$ cat src/rtl/game_sequencer_if.sv
// Game-side signal bundle of the game-flow sequencer: frame/button/ball status in,
// banner select and engine control out.
interface game_sequencer_if #(
  parameter int NUM_IMAGES   = 4,
  parameter int ROUND_FRAMES = 3600
);
  localparam int BW = (NUM_IMAGES > 1) ? $clog2(NUM_IMAGES) : 1;
  localparam int TW = $clog2(ROUND_FRAMES + 1);

  logic          i_frame_tick;
  logic          i_btn_start;
  logic          i_is_safe;
  logic          i_goal_reached;
  logic          o_show_banner;
  logic [BW-1:0] o_banner_num;
  logic          o_game_run;
  logic          o_game_reset;
  logic [3:0]    o_lives;
  logic [TW-1:0] o_time_left;

  modport slave (
    input  i_frame_tick, i_btn_start, i_is_safe, i_goal_reached,
    output o_show_banner, o_banner_num, o_game_run, o_game_reset, o_lives, o_time_left
  );

  modport master (
    output i_frame_tick, i_btn_start, i_is_safe, i_goal_reached,
    input  o_show_banner, o_banner_num, o_game_run, o_game_reset, o_lives, o_time_left
  );
endinterface

$ cat src/rtl/game_sequencer.sv
// Game-flow controller: title, play, life-lost, win and game-over phases, with
// per-frame life and round-time bookkeeping. All outputs are registered.
module game_sequencer #(
  parameter int NUM_IMAGES        = 4,
  parameter int LIVES             = 3,
  parameter int ROUND_FRAMES      = 3600,
  parameter int BANNER_MIN_FRAMES = 60,
  parameter int UNSAFE_FRAMES     = 30
) (
  input  logic              clk,
  input  logic              arst_n,
  game_sequencer_if.slave   bus
);

  localparam int BW = (NUM_IMAGES > 1) ? $clog2(NUM_IMAGES) : 1;
  localparam int TW = $clog2(ROUND_FRAMES + 1);
  localparam int HW = $clog2(BANNER_MIN_FRAMES + 1);
  localparam int UW = $clog2(UNSAFE_FRAMES + 1);

  localparam logic [BW-1:0] BANNER_TITLE = BW'(0);
  localparam logic [BW-1:0] BANNER_LOST  = BW'(1);
  localparam logic [BW-1:0] BANNER_WIN   = BW'(2);
  localparam logic [BW-1:0] BANNER_OVER  = BW'(3);
  localparam logic [TW-1:0] TIME_FULL    = TW'(ROUND_FRAMES);
  localparam logic [TW-1:0] TIME_ONE     = TW'(1);
  localparam logic [3:0]    LIVES_INIT   = 4'(LIVES);
  localparam logic [HW-1:0] HOLD_DONE    = HW'(BANNER_MIN_FRAMES);
  localparam logic [UW-1:0] UNSAFE_LAST  = UW'(UNSAFE_FRAMES - 1);

  typedef enum logic [2:0] {
    S_TITLE,
    S_PLAY,
    S_LIFE_LOST,
    S_WIN,
    S_GAME_OVER
  } state_t;

  state_t        state;
  logic          show_banner;
  logic [BW-1:0] banner_num;
  logic          game_run;
  logic          game_reset;
  logic [3:0]    lives;
  logic [TW-1:0] time_left;
  logic [HW-1:0] hold_cnt;
  logic [UW-1:0] unsafe_cnt;
  logic          btn_prev;

  logic press;
  logic hold_done;

  assign press     = bus.i_btn_start & ~btn_prev;
  assign hold_done = (hold_cnt == HOLD_DONE);

  // Every state entry below also clears hold_cnt, overriding the per-tick increment.
  always_ff @(posedge clk or negedge arst_n) begin
    if (!arst_n) begin
      state       <= S_TITLE;
      show_banner <= 1'b1;
      banner_num  <= BANNER_TITLE;
      game_run    <= 1'b0;
      game_reset  <= 1'b0;
      lives       <= LIVES_INIT;
      time_left   <= TIME_FULL;
      hold_cnt    <= '0;
      unsafe_cnt  <= '0;
      btn_prev    <= 1'b0;
    end else begin
      btn_prev   <= bus.i_btn_start;
      game_reset <= 1'b0;
      if (bus.i_frame_tick && !hold_done) begin
        hold_cnt <= hold_cnt + HW'(1);
      end

      case (state)
        S_TITLE: begin
          if (press && hold_done) begin
            state       <= S_PLAY;
            hold_cnt    <= '0;
            show_banner <= 1'b0;
            game_run    <= 1'b1;
            game_reset  <= 1'b1;
            lives       <= LIVES_INIT;
            time_left   <= TIME_FULL;
            unsafe_cnt  <= '0;
          end
        end

        S_PLAY: begin
          if (bus.i_frame_tick) begin
            if (bus.i_goal_reached) begin
              state       <= S_WIN;
              hold_cnt    <= '0;
              show_banner <= 1'b1;
              banner_num  <= BANNER_WIN;
              game_run    <= 1'b0;
            end else if (!bus.i_is_safe && unsafe_cnt == UNSAFE_LAST) begin
              state       <= S_LIFE_LOST;
              hold_cnt    <= '0;
              show_banner <= 1'b1;
              banner_num  <= BANNER_LOST;
              game_run    <= 1'b0;
              unsafe_cnt  <= '0;
              if (lives != 4'd0) begin
                lives <= lives - 4'd1;
              end
            end else if (time_left == TIME_ONE) begin
              state       <= S_GAME_OVER;
              hold_cnt    <= '0;
              show_banner <= 1'b1;
              banner_num  <= BANNER_OVER;
              game_run    <= 1'b0;
              time_left   <= '0;
            end else begin
              if (time_left != '0) begin
                time_left <= time_left - TIME_ONE;
              end
              unsafe_cnt <= bus.i_is_safe ? '0 : unsafe_cnt + UW'(1);
            end
          end
        end

        // Lives were already decremented on entry; resume play without a button press.
        S_LIFE_LOST: begin
          if (lives == 4'd0) begin
            state       <= S_GAME_OVER;
            hold_cnt    <= '0;
            show_banner <= 1'b1;
            banner_num  <= BANNER_OVER;
            game_run    <= 1'b0;
          end else if (hold_done) begin
            state       <= S_PLAY;
            hold_cnt    <= '0;
            show_banner <= 1'b0;
            game_run    <= 1'b1;
            game_reset  <= 1'b1;
          end
        end

        S_WIN, S_GAME_OVER: begin
          if (press && hold_done) begin
            state       <= S_TITLE;
            hold_cnt    <= '0;
            show_banner <= 1'b1;
            banner_num  <= BANNER_TITLE;
            game_run    <= 1'b0;
          end
        end

        default: begin
          state       <= S_TITLE;
          hold_cnt    <= '0;
          show_banner <= 1'b1;
          banner_num  <= BANNER_TITLE;
          game_run    <= 1'b0;
        end
      endcase
    end
  end

  assign bus.o_show_banner = show_banner;
  assign bus.o_banner_num  = banner_num;
  assign bus.o_game_run    = game_run;
  assign bus.o_game_reset  = game_reset;
  assign bus.o_lives       = lives;
  assign bus.o_time_left   = time_left;

endmodule
$ cat src/flat_wrapper.sv
// flat-port wrapper written by rule: the top's interface ports become plain ports
module game_sequencer_flat 
#(
  parameter int NUM_IMAGES        = 4,
  parameter int LIVES             = 3,
  parameter int ROUND_FRAMES      = 3600,
  parameter int BANNER_MIN_FRAMES = 60,
  parameter int UNSAFE_FRAMES     = 30
)
  (clk, arst_n, bus_i_frame_tick, bus_i_btn_start, bus_i_is_safe, bus_i_goal_reached, bus_o_show_banner, bus_o_banner_num, bus_o_game_run, bus_o_game_reset, bus_o_lives, bus_o_time_left);
  game_sequencer_if #(.NUM_IMAGES(NUM_IMAGES), .ROUND_FRAMES(ROUND_FRAMES)) bus_i ();
  input  logic clk;
  input  logic arst_n;
  input wire logic [$bits(bus_i.i_frame_tick)-1:0] bus_i_frame_tick;
  input wire logic [$bits(bus_i.i_btn_start)-1:0] bus_i_btn_start;
  input wire logic [$bits(bus_i.i_is_safe)-1:0] bus_i_is_safe;
  input wire logic [$bits(bus_i.i_goal_reached)-1:0] bus_i_goal_reached;
  output wire logic [$bits(bus_i.o_show_banner)-1:0] bus_o_show_banner;
  output wire logic [$bits(bus_i.o_banner_num)-1:0] bus_o_banner_num;
  output wire logic [$bits(bus_i.o_game_run)-1:0] bus_o_game_run;
  output wire logic [$bits(bus_i.o_game_reset)-1:0] bus_o_game_reset;
  output wire logic [$bits(bus_i.o_lives)-1:0] bus_o_lives;
  output wire logic [$bits(bus_i.o_time_left)-1:0] bus_o_time_left;
  assign bus_i.i_frame_tick = bus_i_frame_tick;
  assign bus_i.i_btn_start = bus_i_btn_start;
  assign bus_i.i_is_safe = bus_i_is_safe;
  assign bus_i.i_goal_reached = bus_i_goal_reached;
  assign bus_o_show_banner = bus_i.o_show_banner;
  assign bus_o_banner_num = bus_i.o_banner_num;
  assign bus_o_game_run = bus_i.o_game_run;
  assign bus_o_game_reset = bus_i.o_game_reset;
  assign bus_o_lives = bus_i.o_lives;
  assign bus_o_time_left = bus_i.o_time_left;
  game_sequencer #(.NUM_IMAGES(NUM_IMAGES), .LIVES(LIVES), .ROUND_FRAMES(ROUND_FRAMES), .BANNER_MIN_FRAMES(BANNER_MIN_FRAMES), .UNSAFE_FRAMES(UNSAFE_FRAMES)) u_core (.clk(clk), .arst_n(arst_n), .bus(bus_i));
endmodule
$ cat config.mk
export PLATFORM = sky130hd
export DESIGN_NAME = game_sequencer_flat
export DESIGN_NICKNAME = d
export VERILOG_FILES = /design/src/rtl/game_sequencer_if.sv /design/src/rtl/game_sequencer.sv /design/src/flat_wrapper.sv
export SDC_FILE = /design/constraint.sdc
export NUM_CORES = 1
export LEC_CHECK = 0
export BUFFER_PORTS_ARGS = -buffer_cell sky130_fd_sc_hd__buf_2
export CAP_MARGIN = 5
export CORE_AREA = 2 2 64 66
export CTS_CLUSTER_SIZE = 10
export DETAILED_ROUTE_END_ITERATION = 10
export DIE_AREA = 0 0 66 68
export PLACE_DENSITY = 0.8
export SLEW_MARGIN = 20
export SYNTH_ARGS = -nofsm -noshare
export SYNTH_HDL_FRONTEND = slang
export SYNTH_SLANG_ARGS = --single-unit
$ cat constraint.sdc
create_clock -name clk -period 3.2 [get_ports clk]
set_input_delay 0.64 -clock clk [delete_from_list [all_inputs] [get_ports clk]]
set_output_delay 0.64 -clock clk [all_outputs]
set_load 0.01 [all_outputs]
==> results.tsv <==
stage	metric	value	unit
clocking	cts_tree	built	
global_routing	antenna_found_initial	0	
worst_setup_path	critPathMaxFanout	15	
layout	layout-drive-gt1-share	23.53	%
synthesis	synth.avg_cell_area	9.481	um2
synthesis	ys_seq_elements	36	
synthesis	synth_ff_type	dfrtp_1	
sta	setup_ws	0.7456	ns
clocking	cts_resized	0	
clocking	h-tree-depth	2	
floorplanning	die_h	68	um
power	peakVddDrop	0.0003757	V
detailed_routing	routed-wl-met2	2.206	mm
sta	slew_viol_final	0	
synthesis	synthesis.area	2200	um2
clocking	cts-root-buf	clkbuf_8	
layout	antenna_cells	0	
floorplanning	initial_utilization	57.04	%
synthesis	seq_area_frac_synth	41.35	%
worst_setup_path	start_kind	flop	
global_routing	grt_pass1_wl	7.714	mm
synthesis	synthCells	232	
sta	period_minus_slack	2.454	ns
detailed_routing	drc_errors	0	
placed_design	gp_congestion	0.9279	
synthesis	yosysUniqueCellTypes	57	
detailed_routing	dr_wl_met3	164	um
clocking	clock_latency	0.29	ns
detailed_routing	drt_wl_total	4.522	mm
power	powerDensity	819.6	nW/um2
placed_design	dp_hpwl	3.218	mm
sta	fmax	0.4074	GHz
floorplanning	core_region_area	3856	um2
clocking	cts_buffers	5	
detailed_routing	wl_per_cell	14.83	um
layout	fin_cells	305	
synthesis	synth-async-reset-ratio	100.0	%
synthesis	synth_nets	247	
synthesis	synth_edf_count	0	
sta	setup_violations	0	
clocking	hold_buffers	0	
global_routing	grt_usage	22.57	%
sta	post-route-period-util	76.70	%
detailed_routing	firstDrtPassIters	4	
sta	max_slew_margin	47.26	%
clocking	clkSinkCount	36	
layout	area_delta_synth_final	11.21	%
global_routing	grt_pass1_vias	1649	
clocking	postCtsSetupBuffers	0	
detailed_routing	via_per_inst	6.010	
sta	worstMarginPinSlew	0.7911	ns
worst_setup_path	cp-end-kind	flop	
global_routing	grt_overflow	0	
worst_setup_path	required	3.42	ns
outcome	status	completed	
global_routing	grt_start_max_net_pins	37	
floorplanning	fp.dieArea	4488	um2
clocking	cts_buffer_depth	2	
placed_design	numPortBuffers	26	
detailed_routing	vias	1833	
placed_design	dp_slack	0.7474	ns
flow_run	cap_violations	0	
sta	finClkSkew	0.01003	ns
detailed_routing	wl_met1	2.089	mm
floorplanning	rows	23	
power	power_leakage	1.107	nW
floorplanning	die_w	66	um
floorplanning	io_pins	27	
synthesis	yosys_warnings	0	
layout	fin_nets	269	
detailed_routing	drt_iter0_drc	137	
clocking	cts.reportedPaths.clkPinSlew	0.08	ns
sta	finalSetupTns	0	ns
hold_path	hp-class	in2async	
worst_setup_path	ff2ff_path_depth	7	
sta	rsz0062_at_grt	false	
power	power	2.005	mW
worst_setup_path	arrival	2.67	ns
placed_design	placedCellCount	297	
detailed_routing	highest_layer	met4	
worst_setup_path	critPathKind	reg2reg	
detailed_routing	ant_nets	0	
sta	hold_violations	0	
## path summary, 6_finish.rpt
check / from / to / slack [ns]
worst min register to register: u_core.unsafe_cnt[4] / u_core.unsafe_cnt[4] / 0.48
worst max-delay path: u_core.bus.o_time_left[1] / u_core.bus.o_time_left[11] / 0.75
max in group asynchronous: arst_n / u_core.bus.o_lives[2] / 2.27
worst max register to register: u_core.bus.o_time_left[1] / u_core.bus.o_time_left[11] / 0.75
min in group clk: u_core.unsafe_cnt[4] / u_core.unsafe_cnt[4] / 0.48
worst min-delay path: arst_n / u_core.bus.o_time_left[7] / 0.43
## layer usage
layer | up-vias | track usage (%)
met5 | - | 0
li1 | 895 | -
met4 | 0 | 6.888
met2 | 31 | 38.38
met1 | 900 | 29.05
met3 | 7 | 4.934
## layout make-up
cell class | instances | area, um2
Inverter | 12 | 45.04
Sequential cell | 36 | 909.6
Tap cell | 50 | 62.56
Clock buffer | 6 | 72.57
Clock inverter | 2 | 35.03
Fill cell | 329 | 1410
Multi-Input combinational cell | 172 | 1184
Timing Repair Buffer | 27 | 137.6
## layout by cell type, fill, tap and decap left out, drive strengths merged, types with 2 or more instances in the layout
| master | netlist | routed |
|---|---|---|
| nor3 | 10 | 10 |
| and4 | 2 | 2 |
| o31ai | 6 | 6 |
| or4b | 2 | 2 |
| nor2 | 21 | 21 |
| nand3 | 5 | 5 |
| nand2 | 10 | 10 |
| clkbuf | 4 | 6 |
| o21a | 3 | 3 |
| nand2b | 6 | 6 |
| a21oi | 14 | 14 |
| xnor2 | 5 | 5 |
| dfrtp | 29 | 29 |
| a211oi | 3 | 3 |
| buf | 8 | 27 |
| xor2 | 2 | 2 |
| a31oi | 5 | 5 |
| or3b | 4 | 4 |
| or4 | 3 | 3 |
| o21ai | 19 | 19 |
| nand4 | 2 | 2 |
| nor4 | 5 | 5 |
| and2 | 2 | 2 |
| inv | 12 | 12 |
| mux2 | 6 | 6 |
| or3 | 4 | 4 |
| o41ai | 2 | 2 |
| dfstp | 7 | 7 |
| o221a | 2 | 2 |
| nor4b | 2 | 2 |
| ha | 9 | 9 |
| o21bai | 2 | 2 |
## sequential cells by signal (all words and copies together), names as in the netlist
signal,cells
u_core.btn_prev,1
u_core.bus.o_banner_num,2
u_core.bus.o_game_reset,1
u_core.bus.o_game_run,1
u_core.bus.o_lives,4
u_core.bus.o_show_banner,1
u_core.bus.o_time_left,12
u_core.hold_cnt,6
u_core.state,3
u_core.unsafe_cnt,5
## cells in the mapped netlist (all sizes together), types with 2 or more instances
| cell | n | area share [%] |
|---|---|---|
| dfrtp | 29 | 33 |
| nor2 | 21 | 3.6 |
| o21ai | 19 | 4.3 |
| a21oi | 14 | 3.4 |
| inv | 12 | 2.0 |
| nand2 | 10 | 1.7 |
| nor3 | 10 | 2.3 |
| ha | 9 | 5.1 |
| buf | 8 | 2.4 |
| dfstp | 7 | 8.4 |
| mux2 | 6 | 3.1 |
| nand2b | 6 | 1.7 |
| o31ai | 6 | 2.0 |
| a31oi | 5 | 2.1 |
| nand3 | 5 | 1.1 |
| nor4 | 5 | 1.4 |
| xnor2 | 5 | 2.0 |
| clkbuf | 4 | 0.68 |
| or3 | 4 | 1.1 |
| or3b | 4 | 1.6 |
| a211oi | 3 | 1.0 |
| o21a | 3 | 1.0 |
| or4 | 3 | 1.4 |
| and2 | 2 | 0.57 |
| and4 | 2 | 0.80 |
| nand4 | 2 | 0.57 |
| nor4b | 2 | 1.1 |
| o21bai | 2 | 0.68 |
| o221a | 2 | 1.0 |
| o41ai | 2 | 0.80 |
| or4b | 2 | 1.1 |
| xor2 | 2 | 0.80 |
## critical path: stages (launching register included)
cell and delay (ns):
dfrtp_1 0.39, inv_1 0.10, ha_1 0.19, or4b_1 0.52, or4_4 0.47, a31oi_4 0.41
o21bai_1 0.17, o2bb2ai_1 0.13
## power breakdown
part           internal [mW]  total (mW)  switching [mW]  leakage [nW]
Clock                  0.231       0.393           0.162        0.0552
Combinational          0.390       0.880           0.489         0.588
Sequential             0.589       0.732           0.143         0.463
## cell families after synthesis
kind of cell	count (synthesis)	synth area share (%)
multiplexers	7	3.527
AO/OA/AOI/OAI	65	19.97
adder cells (fa/ha/maj)	9	5.120
flip-flops	36	41.35
buffers and inverters	24	5.119
XOR/XNOR	7	2.787
AND/OR/NAND/NOR	84	22.13
## metrics by stage
step	area (um2)	util [%]	hold WS, ns
floorplan	2200	-	0.3444
finish	2446	63.43	0.4253
global route	2446	63.43	0.4956
global placement	2338	60.64	0.4705
CTS	2446	63.43	0.4533
detailed placement	2338	60.64	0.4752
(Power assumes the default switching activity.)
